**src/rtl/router_out_arbiter.sv**
```systemverilog
// Output-port arbiter: round-robin grant of three FWFT FIFOs to one downstream link,
// packet framing (header/payload/parity), stall timeout with FIFO flush.
module router_out_arbiter #(
  parameter int unsigned TIMEOUT = 30
) (
  input  logic       clock,
  input  logic       resetn,
  input  logic       fifo_empty_0,
  input  logic       fifo_empty_1,
  input  logic       fifo_empty_2,
  input  logic [7:0] data_0,
  input  logic [7:0] data_1,
  input  logic [7:0] data_2,
  input  logic       ready_out,
  output logic       read_enb_0,
  output logic       read_enb_1,
  output logic       read_enb_2,
  output logic [7:0] data_out,
  output logic       valid_out,
  output logic       last_out,
  output logic [1:0] grant,
  output logic       busy,
  output logic       soft_reset_0,
  output logic       soft_reset_1,
  output logic       soft_reset_2
);

  localparam int unsigned LEN_W   = 6;
  localparam int unsigned STALL_W = (TIMEOUT > 1) ? $clog2(TIMEOUT + 1) : 1;
  localparam logic [1:0]  NO_GRANT = 2'd3;
  localparam logic [STALL_W-1:0] STALL_LAST = STALL_W'(TIMEOUT - 1);

  typedef enum logic [1:0] {
    IDLE    = 2'd0,
    HEADER  = 2'd1,
    PAYLOAD = 2'd2,
    PARITY  = 2'd3
  } state_e;

  state_e             state_q, state_d;
  logic [1:0]         grant_q, grant_d;
  logic [1:0]         ptr_q, ptr_d;
  logic [LEN_W-1:0]   len_q, len_d;
  logic [STALL_W-1:0] stall_q, stall_d;

  logic [2:0] req;
  logic [2:0] arb;
  logic [2:0] grant_oh;
  logic [2:0] rd_vec;
  logic [2:0] sr_vec;
  logic       sel_empty;
  logic [7:0] sel_data;
  logic       in_prog;
  logic       xfer;
  logic       timeout;

  // First requester in the order a, b, c; MSB flags that one was found.
  function automatic logic [2:0] pick3(input logic [2:0] r, input logic [1:0] a,
                                       input logic [1:0] b, input logic [1:0] c);
    if (r[a]) return {1'b1, a};
    if (r[b]) return {1'b1, b};
    if (r[c]) return {1'b1, c};
    return {1'b0, NO_GRANT};
  endfunction

  assign req = ~{fifo_empty_2, fifo_empty_1, fifo_empty_0};

  // Round-robin search starting at ptr+1 mod 3.
  always_comb begin
    arb = {1'b0, NO_GRANT};
    case (ptr_q)
      2'd0:    arb = pick3(req, 2'd1, 2'd2, 2'd0);
      2'd1:    arb = pick3(req, 2'd2, 2'd0, 2'd1);
      default: arb = pick3(req, 2'd0, 2'd1, 2'd2);
    endcase
  end

  always_comb begin
    sel_empty = 1'b1;
    sel_data  = 8'h00;
    grant_oh  = 3'b000;
    case (grant_q)
      2'd0: begin sel_empty = fifo_empty_0; sel_data = data_0; grant_oh = 3'b001; end
      2'd1: begin sel_empty = fifo_empty_1; sel_data = data_1; grant_oh = 3'b010; end
      2'd2: begin sel_empty = fifo_empty_2; sel_data = data_2; grant_oh = 3'b100; end
      default: ;
    endcase
  end

  always_ff @(posedge clock or negedge resetn) begin
    if (!resetn) begin
      state_q <= IDLE;
      grant_q <= NO_GRANT;
      ptr_q   <= 2'd2;
      len_q   <= '0;
      stall_q <= '0;
    end else begin
      state_q <= state_d;
      grant_q <= grant_d;
      ptr_q   <= ptr_d;
      len_q   <= len_d;
      stall_q <= stall_d;
    end
  end

  // Next state plus the combinational datapath driven from the granted FIFO.
  always_comb begin
    state_d = state_q;
    grant_d = grant_q;
    ptr_d   = ptr_q;
    len_d   = len_q;
    stall_d = stall_q;

    in_prog   = (state_q != IDLE);
    valid_out = in_prog & ~sel_empty;
    xfer      = valid_out & ready_out;
    timeout   = valid_out & ~ready_out & (stall_q == STALL_LAST);
    data_out  = in_prog ? sel_data : 8'h00;
    last_out  = (state_q == PARITY) & valid_out;
    rd_vec    = {3{xfer & ~timeout}} & grant_oh;
    sr_vec    = {3{timeout}} & grant_oh;
    busy      = in_prog;
    grant     = grant_q;

    case (state_q)
      IDLE: begin
        stall_d = '0;
        grant_d = NO_GRANT;
        if (arb[2]) begin
          grant_d = arb[1:0];
          ptr_d   = arb[1:0];
          state_d = HEADER;
        end
      end
      default: begin
        if (timeout) begin
          state_d = IDLE;
          grant_d = NO_GRANT;
          stall_d = '0;
        end else if (xfer) begin
          stall_d = '0;
          case (state_q)
            HEADER: begin
              len_d   = sel_data[7:2];
              state_d = (sel_data[7:2] != '0) ? PAYLOAD : PARITY;
            end
            PAYLOAD: begin
              len_d = len_q - LEN_W'(1);
              if (len_q == LEN_W'(1)) state_d = PARITY;
            end
            default: begin
              state_d = IDLE;
              grant_d = NO_GRANT;
            end
          endcase
        end else if (valid_out) begin
          stall_d = stall_q + STALL_W'(1);
        end
      end
    endcase

    read_enb_0   = rd_vec[0];
    read_enb_1   = rd_vec[1];
    read_enb_2   = rd_vec[2];
    soft_reset_0 = sr_vec[0];
    soft_reset_1 = sr_vec[1];
    soft_reset_2 = sr_vec[2];
  end

endmodule

```
**config.mk**
```make
export PLATFORM = sky130hd
export DESIGN_NAME = router_out_arbiter
export DESIGN_NICKNAME = d
export VERILOG_FILES = /design/src/rtl/router_out_arbiter.sv
export SDC_FILE = /design/constraint.sdc
export NUM_CORES = 1
export LEC_CHECK = 0
export CORE_MARGIN = 4
export CORE_UTILIZATION = 41
export DETAILED_ROUTE_END_ITERATION = 8
export GPL_ROUTABILITY_DRIVEN = 0
export GPL_TIMING_DRIVEN = 0
export PLACE_DENSITY = 0.8
export REMOVE_ABC_BUFFERS = 1
export SLEW_MARGIN = 25
export SYNTH_ARGS = -nofsm -noshare
export SYNTH_HDL_FRONTEND = slang
export SYNTH_SLANG_ARGS = --single-unit
```
**constraint.sdc**
```tcl
create_clock -name clock -period 1.9 [get_ports clock]
set_clock_uncertainty 0.1 [all_clocks]
set_input_delay 0.38 -clock clock [delete_from_list [all_inputs] [get_ports clock]]
set_output_delay 0.38 -clock clock [all_outputs]
set_load 0.03 [all_outputs]
```
==> metrics.cfg <==
[global_routing]
antenna_found_initial = 0
grt_pass1_vias = 1671
track_usage_pct = 22.8
grt_pass1_wl_mm = 7.82
overflow = 0
grt_max_degree = 18

[pwr]
total_leakage_power_nw = 1.08
power_mw = 3.74
ir_drop_uv = 1090
powerDensity_mw_per_mm2 = 1510

[die]
die_area_mm2 = 0.00460
ioPinCount = 49
fp.dieW_um = 67.8
core.rowCount = 21
die_h_um = 67.8
fp.coreArea_mm2 = 0.00339
start_util_pct = 43.3

[clock_tree]
numClockSinks = 17
hold_buffers = 0
root_buffer = clkbuf_4
cts_max_level = 1
clk_path_buf_depth = 2
cts_made_buffers = 3
cts_tree = done
worstSkewPairLatency_ps = 320
clkTransAtPathRegs_ps = 120

[timing]
rsz0062_at_grt = true
hold_viol = 0
worst_pin_slew_ps = 841
slew_violations = 0
fin_crit_sh_pct = 131
max_freq_mhz = 401
min_period_ps = 2500
setup_viol = 27
slew_headroom_pct = 43.7
tns_ps = -9870
finalWorstSetupSlack_ps = -595

[routing]
ant_nets = 0
drt-initial-drc-count = 108
viasPerCell = 5.92
drc_errors = 0
vias = 1810
routedWlPerCell_um = 18.7
first_pass_iters = 4
routed_wl_mm = 5.73

[setup_path]
end_kind = output pin
r2r_setup_slack_ps = -290
r2r-end = len_q[2]
crit_start = grant[1]
reg2reg_depth = 8
worstReg2RegStart = state_q[0]
critPathKind = flip-flop to output pin
start_kind = flip-flop
crit_required_ps = 1420
crit_fanout = 7
crit_arrival_ps = 2020

[place]
dpl_cell_area_mm2 = 0.00196
io_buffers = 48
dp.final_hpwl_mm = 2.87

[layout]
final_cell_area_mm2 = 0.00247
final_cell_mix = 31 x buf_4, 28 x clkdlybuf4s50_1, 23 x nor2_1
drive_gt1_share_pct = 38.5
final_nets = 300
layout_commonest_cell = buf_4
areaGrowthSynthToFinish_pct = 68.6
antenna_cells = 0

[synthesis]
syn-mean-instance-area_um2 = 8.06
ys_top_cells_by_area = dfrtp_1 24%, ha_1 7.7%, nor2_1 6.7%, mux2i_1 6.1%, dfstp_2 5.4%
synthesis.area_mm2 = 0.00147
synth_seq_cells = 17
ys_types = 44
synthFlopType = dfrtp_1
yosysWarnings = 0
seq_area_frac_synth_pct = 29.3
synth-edff-count = 0
synth_largest_area_cell = dfrtp_1
synth_top_cell_area_share_pct = 23.9
async_reset_ff_share_pct = 100
netlist_instances = 182

[run]
cap_viol_max_count = 0

[run_status]
failed_checks = setup timing
status = complete, but fails checks

[min_path]
hp-class = input pin to async pin

## per-stage QoR
stage | setup slack (ps) | hold slack, ps | cells | utilization, %
final | -595 | 426 | 306 | 72.9
after CTS | -566 | 446 | 297 | 68.5
after detailed placement | -1380 | 451 | 268 | 57.9
after global placement | -1400 | 441 | 268 | 57.9
after global routing | -644 | 416 | 306 | 72.9
after floorplan | -1110 | -15.6 | 174 | -
## timing repair
item | CTS | global route
pin swaps | 9 | 13
setup buffers | 25 | 9
endpoints found under the setup margin | 36 | 30
resized for setup | 143 | 31
## critical path: stages (launching register included)
cell      delay, ps
dfstp_4         710
nand2b_2        180
o22a_4          240
nor2_4          140
nand2_2         120
nor3_2          130
buf_4           180
## kinds of logic after synthesis
logic type	share of synthesized area, %
AND/OR/NAND/NOR	28.0
buffers and inverters	4.95
multiplexers	7.17
AO/OA/AOI/OAI	23.0
adder cells (fa/ha/maj)	7.68
flip-flops	29.3
## worst max-delay path by stage
stage,to,depth (start not counted),slack [ps]
finish,read_enb_0,6,-600
CTS,read_enb_0,6,-570
global placement,read_enb_0,7,-1400
floorplan,soft_reset_0,5,-1110
detailed placement,soft_reset_0,7,-1380
global route,read_enb_0,6,-640
## flip-flops by register name (all words and copies together), names as in the netlist
name and count:
len_q 6, stall_q 5, grant 2, ptr_q 2, state_q 2
## report_power, final
| group | total (mW) | leakage [nW] | switching [mW] | internal (mW) |
|---|---|---|---|---|
| Clock | 0.223 | 0.0177 | 0.144 | 0.0790 |
| Sequential | 0.706 | 0.211 | 0.183 | 0.523 |
| Combinational | 2.81 | 0.847 | 1.48 | 1.33 |
## metal layers
layer  track usage [%]  part of all wire (%)  vias up  wire length (µm)
li1                  -                     -      822                 -
met1              27.3                    38      871              2170
met2              38.8                    52      107              2970
met3              4.66                   8.7       10               496
met4              10.7                   1.8        0               103
met5                 0                     0        -                 0
## cell type report
type / instances / area [µm²]
multi-input combinational: 149 / 1140
timing repair buffer: 82 / 778
sequential: 17 / 433
inverter: 8 / 32.5
fill: 204 / 917
clock inverter: 1 / 5.00
tap: 46 / 57.6
clock buffer: 3 / 22.5
## cells in the mapped netlist (3+ instances only)
cell       number
nor2_1         26
nand2_1        16
a21oi_1        14
dfrtp_1        14
ha_1            9
mux2i_1         9
inv_1           7
nor3_1          7
and2_1          5
and3_1          5
nand3_1         5
nor2b_1         5
o21ai_1         5
buf_2           4
o21ai_0         4
o2bb2ai_1       4
clkbuf_1        3
dfstp_2         3
nand4_1         3
o22ai_1         3
Note: power is estimated with default switching activity, not from simulation.
